$ cat src/rtl/delay_ctrl_pkg.sv
// rtl/delay_ctrl_pkg.sv - shared types, index constants and cycle helpers for the delay bank
package delay_ctrl_pkg;

  // Per-button auto-repeat state.
  typedef enum logic [1:0] {
    IDLE   = 2'd0,
    DELAY  = 2'd1,
    REPEAT = 2'd2
  } btn_state_t;

  // Button/register index = colour*NUM_KINDS + kind.
  localparam int COLOR_R      = 0;
  localparam int COLOR_G      = 1;
  localparam int COLOR_B      = 2;
  localparam int NUM_COLORS   = 3;
  localparam int KIND_WHOLE   = 0;
  localparam int KIND_RISING  = 1;
  localparam int KIND_FALLING = 2;
  localparam int NUM_KINDS    = 3;

  function automatic int btn_index(input int color, input int kind);
    return color * NUM_KINDS + kind;
  endfunction

  // Converts a duration in ns into whole clock cycles.
  function automatic int ns_to_cycles(input int dur_ns, input int clk_period_ns);
    return dur_ns / clk_period_ns;
  endfunction

endpackage

$ cat src/rtl/delay_ctrl_bank_if.sv
// rtl/delay_ctrl_bank_if.sv - button/switch inputs and delay/LED outputs of the delay bank
// Signals: inverse (step direction), btn (raw buttons), delay_value (packed registers),
// step_pulse (per-register step strobe), LED_OUTPUT (low bits of last-stepped register).
interface delay_ctrl_bank_if #(
  parameter int NUM_BTN = 9,
  parameter int DELAY_W = 4
);
  logic                         inverse;
  logic [NUM_BTN-1:0]           btn;
  logic [NUM_BTN*DELAY_W-1:0]   delay_value;
  logic [NUM_BTN-1:0]           step_pulse;
  logic [3:0]                   LED_OUTPUT;

  modport master (
    output inverse, btn,
    input  delay_value, step_pulse, LED_OUTPUT
  );

  modport slave (
    input  inverse, btn,
    output delay_value, step_pulse, LED_OUTPUT
  );
endinterface

$ cat src/rtl/btn_debounce_repeat.sv
// rtl/btn_debounce_repeat.sv - one button: 2-FF sync, debounce counter, hold-to-repeat FSM
// Ports: clk_x10 (clock), g_rst (async active-low reset), btn (raw button),
// step_pulse (registered one-cycle step request).
module btn_debounce_repeat
  import delay_ctrl_pkg::*;
#(
  parameter int DEBOUNCE_CYC     = 4_000_000,
  parameter int REPEAT_DELAY_CYC = 100_000_000,
  parameter int REPEAT_RATE_CYC  = 20_000_000
) (
  input  logic clk_x10,
  input  logic g_rst,
  input  logic btn,
  output logic step_pulse
);

  localparam int CNT_W   = $clog2(DEBOUNCE_CYC + 1);
  localparam int TMR_MAX = (REPEAT_DELAY_CYC > REPEAT_RATE_CYC) ? REPEAT_DELAY_CYC : REPEAT_RATE_CYC;
  localparam int TMR_W   = $clog2(TMR_MAX + 1);
  localparam logic [CNT_W-1:0] CNT_LAST   = CNT_W'(DEBOUNCE_CYC - 1);
  localparam logic [TMR_W-1:0] DELAY_LOAD = TMR_W'(REPEAT_DELAY_CYC);
  localparam logic [TMR_W-1:0] RATE_LOAD  = TMR_W'(REPEAT_RATE_CYC);
  localparam logic [TMR_W-1:0] TMR_ONE    = TMR_W'(1);
  localparam bit               REPEAT_EN  = (REPEAT_DELAY_CYC != 0);

  logic [1:0]       sync_q;
  logic             deb_q;
  logic [CNT_W-1:0] cnt_q;

  // Counter only runs while the synced level disagrees with the accepted state,
  // so any glitch back to the accepted level restarts the stability window.
  always_ff @(posedge clk_x10 or negedge g_rst) begin
    if (!g_rst) begin
      sync_q <= '0;
      deb_q  <= 1'b0;
      cnt_q  <= '0;
    end else begin
      sync_q <= {sync_q[0], btn};
      if (sync_q[1] == deb_q) begin
        cnt_q <= '0;
      end else if (cnt_q == CNT_LAST) begin
        deb_q <= sync_q[1];
        cnt_q <= '0;
      end else begin
        cnt_q <= cnt_q + 1'b1;
      end
    end
  end

  btn_state_t       state_q, state_d;
  logic [TMR_W-1:0] tmr_q, tmr_d;
  logic             step_q, step_d;

  // Timer expires when it reads 1, so a load of N yields the next step N cycles later.
  always_comb begin
    state_d = state_q;
    tmr_d   = tmr_q;
    step_d  = 1'b0;
    case (state_q)
      IDLE: begin
        if (deb_q) begin
          state_d = DELAY;
          step_d  = 1'b1;
          tmr_d   = DELAY_LOAD;
        end
      end
      DELAY: begin
        if (!deb_q) begin
          state_d = IDLE;
        end else if (REPEAT_EN && tmr_q == TMR_ONE) begin
          state_d = REPEAT;
          step_d  = 1'b1;
          tmr_d   = RATE_LOAD;
        end else if (tmr_q != '0) begin
          tmr_d = tmr_q - 1'b1;
        end
      end
      REPEAT: begin
        if (!deb_q) begin
          state_d = IDLE;
        end else if (tmr_q == TMR_ONE) begin
          step_d = 1'b1;
          tmr_d  = RATE_LOAD;
        end else if (tmr_q != '0) begin
          tmr_d = tmr_q - 1'b1;
        end
      end
      default: state_d = IDLE;
    endcase
  end

  always_ff @(posedge clk_x10 or negedge g_rst) begin
    if (!g_rst) begin
      state_q <= IDLE;
      tmr_q   <= '0;
      step_q  <= 1'b0;
    end else begin
      state_q <= state_d;
      tmr_q   <= tmr_d;
      step_q  <= step_d;
    end
  end

  assign step_pulse = step_q;

endmodule

$ cat src/rtl/delay_ctrl_bank.sv
// rtl/delay_ctrl_bank.sv - bank of button-stepped delay registers with wrap/saturate and LED readback
// Ports: clk_x10 (clock), g_rst (async active-low reset), bus (slave side of
// delay_ctrl_bank_if: inverse/btn in; delay_value/step_pulse/LED_OUTPUT out).
module delay_ctrl_bank
  import delay_ctrl_pkg::*;
#(
  parameter int CLK_PERIOD       = 5,
  parameter int NUM_BTN          = NUM_COLORS * NUM_KINDS,
  parameter int DELAY_W          = 4,
  parameter int INIT_VALUE       = 0,
  parameter bit SATURATE         = 1'b0,
  parameter int DEBOUNCE_CYC     = ns_to_cycles(20_000_000, CLK_PERIOD),
  parameter int REPEAT_DELAY_CYC = ns_to_cycles(500_000_000, CLK_PERIOD),
  parameter int REPEAT_RATE_CYC  = ns_to_cycles(100_000_000, CLK_PERIOD)
) (
  input logic               clk_x10,
  input logic               g_rst,
  delay_ctrl_bank_if.slave  bus
);

  localparam int IDX_W = (NUM_BTN > 1) ? $clog2(NUM_BTN) : 1;
  localparam logic [DELAY_W-1:0] MAX_V  = '1;
  localparam logic [DELAY_W-1:0] INIT_V = DELAY_W'(INIT_VALUE);

  logic [NUM_BTN-1:0] step;

  for (genvar g = 0; g < NUM_BTN; g++) begin : g_btn
    btn_debounce_repeat #(
      .DEBOUNCE_CYC     (DEBOUNCE_CYC),
      .REPEAT_DELAY_CYC (REPEAT_DELAY_CYC),
      .REPEAT_RATE_CYC  (REPEAT_RATE_CYC)
    ) u_btn (
      .clk_x10    (clk_x10),
      .g_rst      (g_rst),
      .btn        (bus.btn[g]),
      .step_pulse (step[g])
    );
  end

  function automatic logic [DELAY_W-1:0] next_val(input logic [DELAY_W-1:0] v, input logic dec);
    if (!dec) return (v == MAX_V) ? (SATURATE ? v : '0) : v + 1'b1;
    else      return (v == '0)    ? (SATURATE ? v : MAX_V) : v - 1'b1;
  endfunction

  logic [1:0]         inv_sync_q;
  logic [DELAY_W-1:0] val_q [NUM_BTN];
  logic [IDX_W-1:0]   led_idx_q;
  logic [IDX_W-1:0]   led_sel;
  logic               led_hit;

  // Descending scan so the lowest simultaneously-stepped index ends up selected.
  always_comb begin
    led_sel = '0;
    led_hit = 1'b0;
    for (int i = NUM_BTN - 1; i >= 0; i--) begin
      if (step[i]) begin
        led_hit = 1'b1;
        led_sel = IDX_W'(i);
      end
    end
  end

  always_ff @(posedge clk_x10 or negedge g_rst) begin
    if (!g_rst) begin
      inv_sync_q <= '0;
      led_idx_q  <= '0;
      for (int i = 0; i < NUM_BTN; i++) val_q[i] <= INIT_V;
    end else begin
      inv_sync_q <= {inv_sync_q[0], bus.inverse};
      for (int i = 0; i < NUM_BTN; i++) begin
        if (step[i]) val_q[i] <= next_val(val_q[i], inv_sync_q[1]);
      end
      if (led_hit) led_idx_q <= led_sel;
    end
  end

  logic [NUM_BTN*DELAY_W-1:0] packed_val;
  always_comb begin
    packed_val = '0;
    for (int i = 0; i < NUM_BTN; i++) packed_val[i*DELAY_W +: DELAY_W] = val_q[i];
  end

  logic [DELAY_W-1:0] led_val;
  assign led_val = val_q[led_idx_q];

  if (DELAY_W >= 4) begin : g_led_trunc
    assign bus.LED_OUTPUT = led_val[3:0];
  end else begin : g_led_ext
    assign bus.LED_OUTPUT = 4'(led_val);
  end

  assign bus.delay_value = packed_val;
  assign bus.step_pulse  = step;

endmodule

$ cat src/flat_wrapper.sv
// flat-port wrapper written by rule: the top's interface ports become plain ports
module delay_ctrl_bank_flat import delay_ctrl_pkg::*;
#(
  parameter int CLK_PERIOD       = 5,
  parameter int NUM_BTN          = NUM_COLORS * NUM_KINDS,
  parameter int DELAY_W          = 4,
  parameter int INIT_VALUE       = 0,
  parameter bit SATURATE         = 1'b0,
  parameter int DEBOUNCE_CYC     = ns_to_cycles(20_000_000, CLK_PERIOD),
  parameter int REPEAT_DELAY_CYC = ns_to_cycles(500_000_000, CLK_PERIOD),
  parameter int REPEAT_RATE_CYC  = ns_to_cycles(100_000_000, CLK_PERIOD)
)
  (clk_x10, g_rst, bus_inverse, bus_btn, bus_delay_value, bus_step_pulse, bus_LED_OUTPUT);
  delay_ctrl_bank_if #(.NUM_BTN(NUM_BTN), .DELAY_W(DELAY_W)) bus_i ();
  input logic clk_x10;
  input logic g_rst;
  input wire logic [$bits(bus_i.inverse)-1:0] bus_inverse;
  input wire logic [$bits(bus_i.btn)-1:0] bus_btn;
  output wire logic [$bits(bus_i.delay_value)-1:0] bus_delay_value;
  output wire logic [$bits(bus_i.step_pulse)-1:0] bus_step_pulse;
  output wire logic [$bits(bus_i.LED_OUTPUT)-1:0] bus_LED_OUTPUT;
  assign bus_i.inverse = bus_inverse;
  assign bus_i.btn = bus_btn;
  assign bus_delay_value = bus_i.delay_value;
  assign bus_step_pulse = bus_i.step_pulse;
  assign bus_LED_OUTPUT = bus_i.LED_OUTPUT;
  delay_ctrl_bank #(.CLK_PERIOD(CLK_PERIOD), .NUM_BTN(NUM_BTN), .DELAY_W(DELAY_W), .INIT_VALUE(INIT_VALUE), .SATURATE(SATURATE), .DEBOUNCE_CYC(DEBOUNCE_CYC), .REPEAT_DELAY_CYC(REPEAT_DELAY_CYC), .REPEAT_RATE_CYC(REPEAT_RATE_CYC)) u_core (.clk_x10(clk_x10), .g_rst(g_rst), .bus(bus_i));
endmodule
$ cat config.mk
export PLATFORM = sky130hd
export DESIGN_NAME = delay_ctrl_bank_flat
export DESIGN_NICKNAME = d
export VERILOG_FILES = /design/src/rtl/delay_ctrl_pkg.sv /design/src/rtl/delay_ctrl_bank_if.sv /design/src/rtl/btn_debounce_repeat.sv /design/src/rtl/delay_ctrl_bank.sv /design/src/flat_wrapper.sv
export SDC_FILE = /design/constraint.sdc
export NUM_CORES = 1
export LEC_CHECK = 0
export CORE_UTILIZATION = 50
export DETAILED_ROUTE_END_ITERATION = 8
export DONT_BUFFER_PORTS = 1
export GPL_TIMING_DRIVEN = 0
export SLEW_MARGIN = 20
export SYNTH_ARGS = -nofsm -noshare
export SYNTH_HDL_FRONTEND = slang
export SYNTH_SLANG_ARGS = --single-unit
$ cat constraint.sdc
create_clock -name clk_x10 -period 3 [get_ports clk_x10]
set_input_delay 0.6 -clock clk_x10 [delete_from_list [all_inputs] [get_ports clk_x10]]
set_output_delay 0.6 -clock clk_x10 [all_outputs]
set_load 0.02 [all_outputs]
==> Yosys cells after proc, flatten, opt, wreduce, memory -nomap -nowiden <==
Cells that the tools add are included.
Widths: inputs -> output; s select.
{ "word_totals": {"regBits": 537, "elab_cells": 475, "out_inout_bits": 49, "in_bits": 12} }
{ "op_classes": {"reduce_logical": 72, "n_eq_ne": 99, "magnitude_cmp": 1, "bitwise": 10, "add_sub_neg": 36, "muxes": 192} }
{ "op_table": {"columns": ["cell", "count"], "rows": [
  ["$mux 27", 36],
  ["$pmux 27 s2", 9],
  ["$mux 22", 18],
  ["$eq 27x1->1 const B", 9],
  ["$reduce_bool 27->1", 9],
  ["$sub 27x1->27 const B", 9],
  ["$add 22x1->22 const B", 9],
  ["$eq 22x22->1 const B", 9],
  ["$mux 4", 38],
  ["$mux 2", 36],
  ["$pmux 2 s3", 9],
  ["$add 4x1->4 const B", 9],
  ["$eq 4x4->1 const B", 9],
  ["$logic_not 4->1", 9],
  ["$mux 1", 36],
  ["$ne 2x2->1 const B", 18],
  ["$reduce_and 4->1", 9],
  ["$sub 4x1->4 const B", 9],
  ["$ne 3x1->1 const B", 9],
  ["$ne 3x3->1 const B", 9],
  ["$reduce_and 3->1", 9],
  ["$eq 2x1->1 const B", 9],
  ["$eq 2x2->1 const B", 9],
  ["$logic_not 2->1", 9],
  ["other kinds (10)", 66]
]} }

==> Longest topological paths before layout <==
Gate-level depths: netlist (run 1).
{ "depth": {"word_depth": 9, "depth_mapped": 10} }

==> Modules after synthesis <==
From an unflattened synthesis (run 1), not the netlist that was laid out.
{ "hier_totals": {"hier_cells": 3283, "area_unflattened_um2": 30311.6} }
{ "modules_own_cells": {"columns": ["module", "area_each_um2", "instances", "cells_each"], "rows": [
  ["btn_debounce_repeat (u_core.g_btn[0].u_btn ...)", 3025.4, 8, 327],
  ["delay_ctrl_bank", 3075.4, 1, 355],
  ["btn_debounce_repeat (u_core.g_btn[8].u_btn)", 3032.9, 1, 312]
]} }

==> Worst setup path after synthesis (run 1) <==
Ideal clock, no wire load.
{ "synth_path": {"path_type": "register to register", "startpoint": "register u_core.g_btn[1].u_btn.tmr_q[0]", "endpoint": "register u_core.g_btn[1].u_btn.tmr_q[12]", "arrival_time_ps": 2417, "path_slack_ps": 450, "path_stages_with_launch": 9, "path_buffers": 0, "required_ps": 2868, "setup_ps": 132, "cell_sequence": "dfrtp_1 > inv_1 > ha_1 > or4b_2 > or4_1 > nor3_1 > a21oi_1 > o21ai_0 > o31ai_1"} }
{ "synth_between": {"elab_chain_len": 5} }
{ "synth_lines": {"columns": ["item", "line_no", "text"], "rows": [
  ["from (decl)", "btn_debounce_repeat.sv:51", "logic [TMR_W-1:0] tmr_q, tmr_d;"],
  ["from (signal assigned)", "btn_debounce_repeat.sv:99", "tmr_q <= tmr_d;"],
  ["$sub 27x1->27", "btn_debounce_repeat.sv:75, btn_debounce_repeat.sv:85", null],
  ["$mux 27", "btn_debounce_repeat.sv:74, btn_debounce_repeat.sv:84", null],
  ["$mux 27", "btn_debounce_repeat.sv:81", "end else if (tmr_q == TMR_ONE) begin"],
  ["$mux 27", "btn_debounce_repeat.sv:68", "if (!deb_q) begin"],
  ["$pmux 27 s2", "btn_debounce_repeat.sv:59", "case (state_q)"]
]} }
Several ways; a longest one is shown, not always the timed one. The select of a mux whose other input is x is not followed.
A chain may end at the register's enable or synchronous reset.

==> Final worst setup path (run 1) <==
{ "layout_path": {"startpoint": "register u_core.val_q, in the netlist u_core.bus.delay_value[4]", "endpoint": "output bus_LED_OUTPUT[0]"} }
{ "layout_between": {"elab_chain_len": 3} }
{ "layout_lines": {"columns": ["item", "line_no", "text"], "rows": [
  ["from (decl)", "delay_ctrl_bank.sv:46", "logic [DELAY_W-1:0] val_q [NUM_BTN];"],
  ["from (signal, indexed assignment)", "delay_ctrl_bank.sv:71", "if (step[i]) val_q[i] <= next_val(val_q[i], inv_sync_q[1]);"],
  ["$bmux 4 s4", "delay_ctrl_bank.sv:84", "assign led_val = val_q[led_idx_q];"],
  ["$mux 4 (implied by the code) (2 in series)", "delay_ctrl_bank.sv:84", null],
  ["to (decl)", "flat_wrapper.sv:21", "output wire logic [$bits(bus_i.LED_OUTPUT)-1:0] bus_LED_OUTPUT;"]
]} }
No other way between the ends. The select of a mux whose other input is x is not followed.

==> results of run 1 <==
[power breakdown]
part / internal (W) / switching, W
sequential: 0.00729 / 0.0000362
combinational: 0.0000678 / 0.000107
clock: 0.00479 / 0.00306
[metrics by stage]
step | utilization (%) | TNS, ns
6_report | 56.65 | 0
5_1_grt | 56.65 | -0.05533
4_1_cts | 56.47 | 0
3_5_place_dp | 52.66 | -0.05604
3_3_place_gp | 52.66 | -0.1088
2_1_floorplan | - | 0
[area by class of cell]
type / count / area, µm² / area share (%)
clock buffers: 79 / 1683 / 5.100
inverters: 117 / 439.2 / 1.331
plain buffers: 151 / 641.9 / 1.945
repair buffers: 10 / 100.1 / 0.3034
multi-input cells: 2500 / 15300 / 46.36
flip-flops and latches: 537 / 13440 / 40.73
clock inverters: 32 / 437.9 / 1.327
well taps: 765 / 957.2 / 2.901
[sequential cells by signal, summed over array words and instances, names as in the netlist]
signal,count
u_core.g_btn.u_btn.step_pulse,9
u_core.g_btn.u_btn.tmr_q,243
u_core.g_btn.u_btn.sync_q,18
u_core.led_idx_q,4
u_core.g_btn.u_btn.state_q,18
u_core.g_btn.u_btn.cnt_q,198
u_core.inv_sync_q,2
u_core.bus.delay_value,36
u_core.g_btn.u_btn.deb_q,9
[cells in the mapped netlist (7+ instances only)]
master    number  share of area [%]
a31oi_1       49                1.0
or2_2         24               0.51
nor4_1        76                1.6
nand4_1       49                1.0
nor3_1       117                2.0
o211ai_1      14               0.35
mux4_2         8               0.61
a41oi_1        7               0.21
o41ai_1       34                1.0
o31a_1         9               0.27
o311ai_0       7               0.21
o21bai_1       8               0.20
or4_4          7               0.27
nor3b_1       18               0.45
nor4b_1       19               0.56
clkbuf_1     122                1.5
and4_1        18               0.53
nand2b_1      21               0.44
a21o_1        25               0.63
and3_1        49                1.0
o21a_1        13               0.33
buf_4         11               0.28
nand3_1      141                2.4
nand4b_1       8               0.24
a21oi_1      163                2.7
inv_1        117                1.5
or4_1         40                1.0
mux2i_1       17               0.57
nor2b_1       18               0.38
o21ai_0      277                4.7
buf_2         15               0.25
dfrtp_1      537                 45
xnor2_1      107                3.2
o22ai_1       17               0.36
nand2_1      271                3.4
or3_1         39               0.82
ha_1          85                3.6
a22o_1        35                1.0
o31ai_1       54                1.4
nor2_1       444                5.6
xor2_1        94                2.8
nand3b_1      15               0.38
and2_1         7               0.15
mux2_2        16               0.61
[routing by layer]
layer	up-vias	global-route usage, %	wire [µm]
met5	-	0	0
met4	0	6.814	1356
met3	105	3.034	2953
met2	528	38.34	33050
met1	12200	32.25	32870
li1	12050	-	-
[cells by family (layout without fill, tap and decap cells)]
group                      after synthesis  count (layout)  synth area share, %
adders and majority gates               85              85                3.579
buffers and inverters                  270             389                3.638
xor gates and xnor gates               201             201                5.925
and+or+nand+nor                       1401            1401                23.49
muxes                                   42              42                1.823
DFF                                    537             537                45.23
AOI/OAI and AO/OA                      771             771                16.31
[path summary, 6_finish.rpt]
kind	end	slack, ns	depth (start not counted)
worst max register to register	u_core.g_btn[5].u_btn.tmr_q[11]	0.20	9
worst min register to register	u_core.g_btn[4].u_btn.sync_q[1]	0.35	0
max in group asynchronous	u_core.g_btn[5].u_btn.tmr_q[11]	2.22	0
worst max-delay path	bus_LED_OUTPUT[0]	0.07	3
min in group clk_x10	u_core.g_btn[4].u_btn.sync_q[1]	0.35	0
worst min-delay path	u_core.bus.delay_value[0]	-0.32	0
[timing repair]
item / in CTS / in global routing
endpoints found under the hold margin: 547 / 537
setup endpoints to repair: 7 / 107
resized for setup: 3 / 30
==> results.md, run 1 <==
* P_leak at 14.79 nW
* Slowest stage delay, CP at 0.71 ns
* Drt first pass iters at 5
* Failing checks: hold timing
* CP cell instances: mux4_2 > mux2i_1 > o21ai_0
* Critical path launch point: u_core.bus.delay_value[4]
* Hold Fails Final Rpt at 537
* Max_cap viols at 0
* Largest net degree at the start of global routing at 538
* Status: finished with violations
* Final wirelength at 70240 µm
* Share of layout cells above drive strength 1 at 6.830%
* Root buf cell: clkbuf_16
* Gate count of the mapped netlist at 3307
* Post-synth cell types at 85
* Final Critical Period at 2.930 ns
* CTS tree: done
* PnR worst setup slack at 0.07026 ns
* Slew HR at 9.151%
* Crit path kind: register to primary output
* Leading cell type in the layout, fill and taps excluded: dfrtp_1
* Clock buffer count from CTS at 59
* Pre-CTS setup slack at -0.02200 ns
* Crit path max-delay family: flip-flops
* Total GRT Usage at 23.37%
* Syn nets at 3404
* Clock Latency Late Sink at 0.62 ns
* RSZ-0062 raised after global routing: yes
* Max VDD drop at 0.4530 mV
* Ys flop type: dfrtp_1
* Slew Viols, Final at 0
* Drt initial violations at 1613
* Finished Layout Cells at 4191
* Avg Cell Area, Syn at 8.985 µm²
* Vias in the first global route at 24250
* Setup Viol. Count Final at 0
* Post-route clock skew at 0.01443 ns
* Post-detail-place hpwl at 46720 µm
* Period utilisation layout at 97.66%
* Sink Count at 537
* PwrDens at 465.4 nW/µm²
* Die H at 245.8 µm
* Global-route wire length before repair at 119200 µm
* Clock H-tree levels at 2
* Vias at 24880
* Maximum clock path buffer count at 3
* Post-layout instance area at 32990 µm²
* Number of synthesized register bits at 537
* Area growth, synth to finish at 11.05%
* CP Capture Type: primary output
* Syn. warnings at 0
* FILL cells at 5143
* Port buffer count at 0
* Hold slack at -0.3190 ns
* I/O pins at 61
* Postcts setup bufs at 0
* Layout Nets at 3473
* WL/cell at 16.76 µm
* CTS clk-pin slew, worst paths at 0.06 ns
* Antenna violations before repair at 0
* CP max FO at 9
* Die ar. at 60400 µm²
* Synthesized area at 29710 µm²
* Initial Utilization at 51.01%
* Hold WC Path Type: input port to async pin
* Worst setup SP type: register
* Sequential fraction of the synthesis area at 45.23%
* Slew @ Worst Pin at 1.363 ns
* Residual DRC at 0
* # hold bufs at CTS at 10
* Placed insts at 4072
* Via/cell ratio at 5.937
* Placed Area at 30670 µm²
* Number of synthesized flops with an enable pin at 0
* Ys async rst share at 100.0%
* Crit path buffers/inverters at 0
* WP data arrival at 2.33 ns
* Design Power at 0.01535 W
* DIE WIDTH at 245.8 µm
* ANT cells at 0
* Post-DRT Antenna Nets at 0
* Num rows at 88
* Fmax at 0.3413 GHz
* RePlAce Congestion at 0.8695
* Global route overflow at 0
* R2R Path Start: u_core.g_btn[5].u_btn.tmr_q[0]
* Worst Path Required at 2.40 ns
* Core footprint at 58250 µm²
* Most frequent cells in the layout: 536 x dfrtp_1, 443 x nor2_1, 274 x o21ai_0, 271 x nand2_1, 163 x a21oi_1
* Critical Path Slowest Stage Cell: dfrtp_1
No activity file was read; power rests on OpenSTA's default activity.
==> inputs of run 2 (changes only) <==
--- a/config.mk
+++ b/config.mk
@@ -5,10 +5,12 @@
 export SDC_FILE = /design/constraint.sdc
 export NUM_CORES = 1
 export LEC_CHECK = 0
-export CORE_UTILIZATION = 50
+export CELL_PAD_IN_SITES_DETAIL_PLACEMENT = 0
+export CELL_PAD_IN_SITES_GLOBAL_PLACEMENT = 1
+export CORE_UTILIZATION = 44
 export DETAILED_ROUTE_END_ITERATION = 8
 export DONT_BUFFER_PORTS = 1
-export GPL_TIMING_DRIVEN = 0
+export PLACE_DENSITY_LB_ADDON = 0.1
 export SLEW_MARGIN = 20
 export SYNTH_ARGS = -nofsm -noshare
 export SYNTH_HDL_FRONTEND = slang
==> results.md, run 2 (synthesis results as in run 1) <==
* Critical Path Slowest Stage Cell: dfrtp_1
* R2R Path Start: u_core.g_btn[5].u_btn.tmr_q[11]
* Final wirelength at 69880 µm (-0.51%)
* FF-to-FF End: u_core.g_btn[5].u_btn.tmr_q[9]
* Post-DRT Antenna Nets at 0 (unchanged)
* I/O pins at 61 (unchanged)
* Drt initial violations at 1678 (+4.0%)
* Global route overflow at 0 (unchanged)
* Slowest stage delay, CP at 0.67 ns (-0.04 ns)
* Clock Latency Late Sink at 0.63 ns (about the same)
* Slew @ Worst Pin at 2.247 ns (+0.8846 ns)
* Status: finished with violations
* Fmax at 0.3379 GHz (-1.0%)
* Final Critical Period at 2.959 ns (+0.02963 ns)
* Setup Viol. Count Final at 0 (unchanged)
* P_leak at 14.91 nW (+0.85%)
* Max_cap viols at 0 (unchanged)
* Hold Fails Final Rpt at 158 (-71%)
* Residual DRC at 0 (unchanged)
* Design Power at 0.01529 W (-0.40%)
* Leading cell type in the layout, fill and taps excluded: dfrtp_1
* RePlAce Congestion at 0.8446 (-2.9%)
* Setup TNS at 0 ns (unchanged)
* R2R Setup Slk at 0.25 ns (+0.05 ns)
* Clock H-tree levels at 2 (unchanged)
* CP Capture Type: primary output
* WP data arrival at 2.36 ns (+0.03 ns)
* Layout Nets at 3418 (-1.6%)
* Worst setup SP type: register
* WL/cell at 16.51 µm (-1.5%)
* Share of layout cells above drive strength 1 at 8.551% (+1.7 points)
* Area growth, synth to finish at 11.35%
* CTS clk-pin slew, worst paths at 0.06 ns (about the same)
* Die ar. at 68570 µm² (+14%)
* # hold bufs at CTS at 10 (unchanged)
* Antenna violations before repair at 0 (unchanged)
* CP cell instances: mux4_2 > mux2i_1 > o21ai_0 > buf_4
* Largest register FFs at 243 (unchanged)
* Most frequent cells in the layout: 530 x dfrtp_1, 443 x nor2_1, 277 x o21ai_0, 271 x nand2_1, 163 x a21oi_1
* Worst Path Required at 2.40 ns (about the same)
* Vias in the first global route at 23110 (-4.7%)
* Via/cell ratio at 5.706 (-3.9%)
* RSZ-0062 raised after global routing: no
* Drt first pass iters at 5 (unchanged)
* Failing checks: hold timing, slew limit
* Post-detail-place hpwl at 46920 µm (+0.42%)
* Port buffer count at 0 (unchanged)
* Crit path kind: register to primary output
* Vias at 24150 (-3.0%)
* Maximum clock path buffer count at 3 (unchanged)
* Die H at 261.9 µm (+6.5%)
* Sink Count at 537 (unchanged)
* Root buf cell: clkbuf_16
* Hold WC Path Type: input port to async pin
* Hold slack at -0.2904 ns (+0.02857 ns)
* Final Util at 49.88% (-6.8 points)
* FILL cells at 6187 (+20%)
* Total GRT Usage at 20.38% (-3.0 points)
* CTS tree: done
* Max VDD drop at 0.4435 mV (-2.1%)
* Biggest register: u_core.g_btn.u_btn.tmr_q
* ANT cells at 0 (unchanged)
* Initial Utilization at 44.79% (-6.2 points)
* CP max FO at 9 (unchanged)
* DIE WIDTH at 261.9 µm (+6.5%)
* Num rows at 94 (+6.8%)
* Slew Viols, Final at 374 (+374)
* Slew HR at -49.82% (-59 points)
* Global-route wire length before repair at 117000 µm (-1.9%)
* Core footprint at 66330 µm² (+14%)
* Post-route clock skew at 0.02234 ns (+0.007910 ns)
* Clock buffer count from CTS at 61 (+3.4%)
* PwrDens at 462.2 nW/µm² (-0.67%)
* Period utilisation layout at 98.65% (+0.99 points)
* Worst r2r path cells at 7 (-2)
* Largest net degree at the start of global routing at 538 (unchanged)
==> run 2: cell count changes in the layout (fill, tap and decap cells not counted), moves of 5 or more <==
| cell | previous run | this run |
|---|---|---|
| clkbuf_2 | 6 | 0 |
| dfrtp_2 | 1 | 6 |
| clkbuf_1 | 123 | 10 |
| buf_4 | 11 | 94 |
| dfrtp_1 | 536 | 530 |
| buf_2 | 15 | 0 |
| nor4_1 | 71 | 76 |
==> run 2: final cells by class <==
cell class	count	area, µm²	share of cell area (%)
multi-input cells	2500	15210	45.98
flip-flops and latches	537	13450	40.65
clock buffers	83	1752	5.295
well taps	864	1081	3.268
repair buffers	104	805.8	2.436
inverters	117	439.2	1.327
clock inverters	27	344.1	1.040
==> run 2: critical path: cells and delay by family, from the launching register on <==
| family | cells | cell delay [ns] |
|---|---|---|
| AOI/OAI and AO/OA | 1 | 0.41 |
| buffers and inverters | 1 | 0.24 |
| DFF | 1 | 0.67 |
| muxes | 2 | 0.43 |
==> run 2: per-stage QoR <==
step / area [µm²] / setup slack (ns) / instances / hold WS (ns)
2_1_floorplan: 29710 / 0.4503 / 3307 / 0.3044
3_3_place_gp: 30880 / 0.3514 / 4112 / 0.3366
3_5_place_dp: 30880 / 0.2759 / 4112 / 0.3347
4_1_cts: 33080 / 0.007251 / 4232 / -0.3431
5_1_grt: 33080 / 0.01128 / 4232 / -0.3294
6_report: 33080 / 0.04063 / 4232 / -0.2904
==> run 2: how the worst max path moves through the flow <==
stage                                      end  cells past startpoint                       startpoint
6_report                     bus_LED_OUTPUT[2]                      4       u_core.bus.delay_value[18]
4_1_cts                      bus_LED_OUTPUT[0]                      4       u_core.bus.delay_value[28]
2_1_floorplan  u_core.g_btn[1].u_btn.tmr_q[12]                      8   u_core.g_btn[1].u_btn.tmr_q[0]
5_1_grt                      bus_LED_OUTPUT[0]                      4        u_core.bus.delay_value[0]
3_5_place_dp    u_core.g_btn[5].u_btn.tmr_q[9]                      7  u_core.g_btn[5].u_btn.tmr_q[11]
3_3_place_gp   u_core.g_btn[1].u_btn.tmr_q[22]                      8   u_core.g_btn[1].u_btn.tmr_q[0]
==> run 2: power breakdown <==
| part | switching, W | internal (W) | total [W] |
|---|---|---|---|
| combinational | 0.0000830 | 0.0000633 | 0.000146 |
| clock | 0.00307 | 0.00474 | 0.00781 |
| sequential | 0.0000487 | 0.00729 | 0.00734 |
| total | 0.00320 | 0.0121 | 0.0153 |
==> run 2: metal layers <==
metal / GRT usage, % / vias to the layer above / routed length (µm)
met3: 4.167 / 96 / 3466
met1: 28.50 / 11750 / 33660
met2: 31.87 / 366 / 31120
li1: - / 11930 / -
met4: 5.895 / 0 / 1631
met5: 0 / - / 0
==> run 2: what timing repair did <==
action / CTS / global route
gates resized for setup: 4 / 3
endpoints found under the hold margin: 547 / 537
buffers inserted: 0 / 0
endpoints found under the setup margin: 4 / 2
pin swaps: 0 / 0
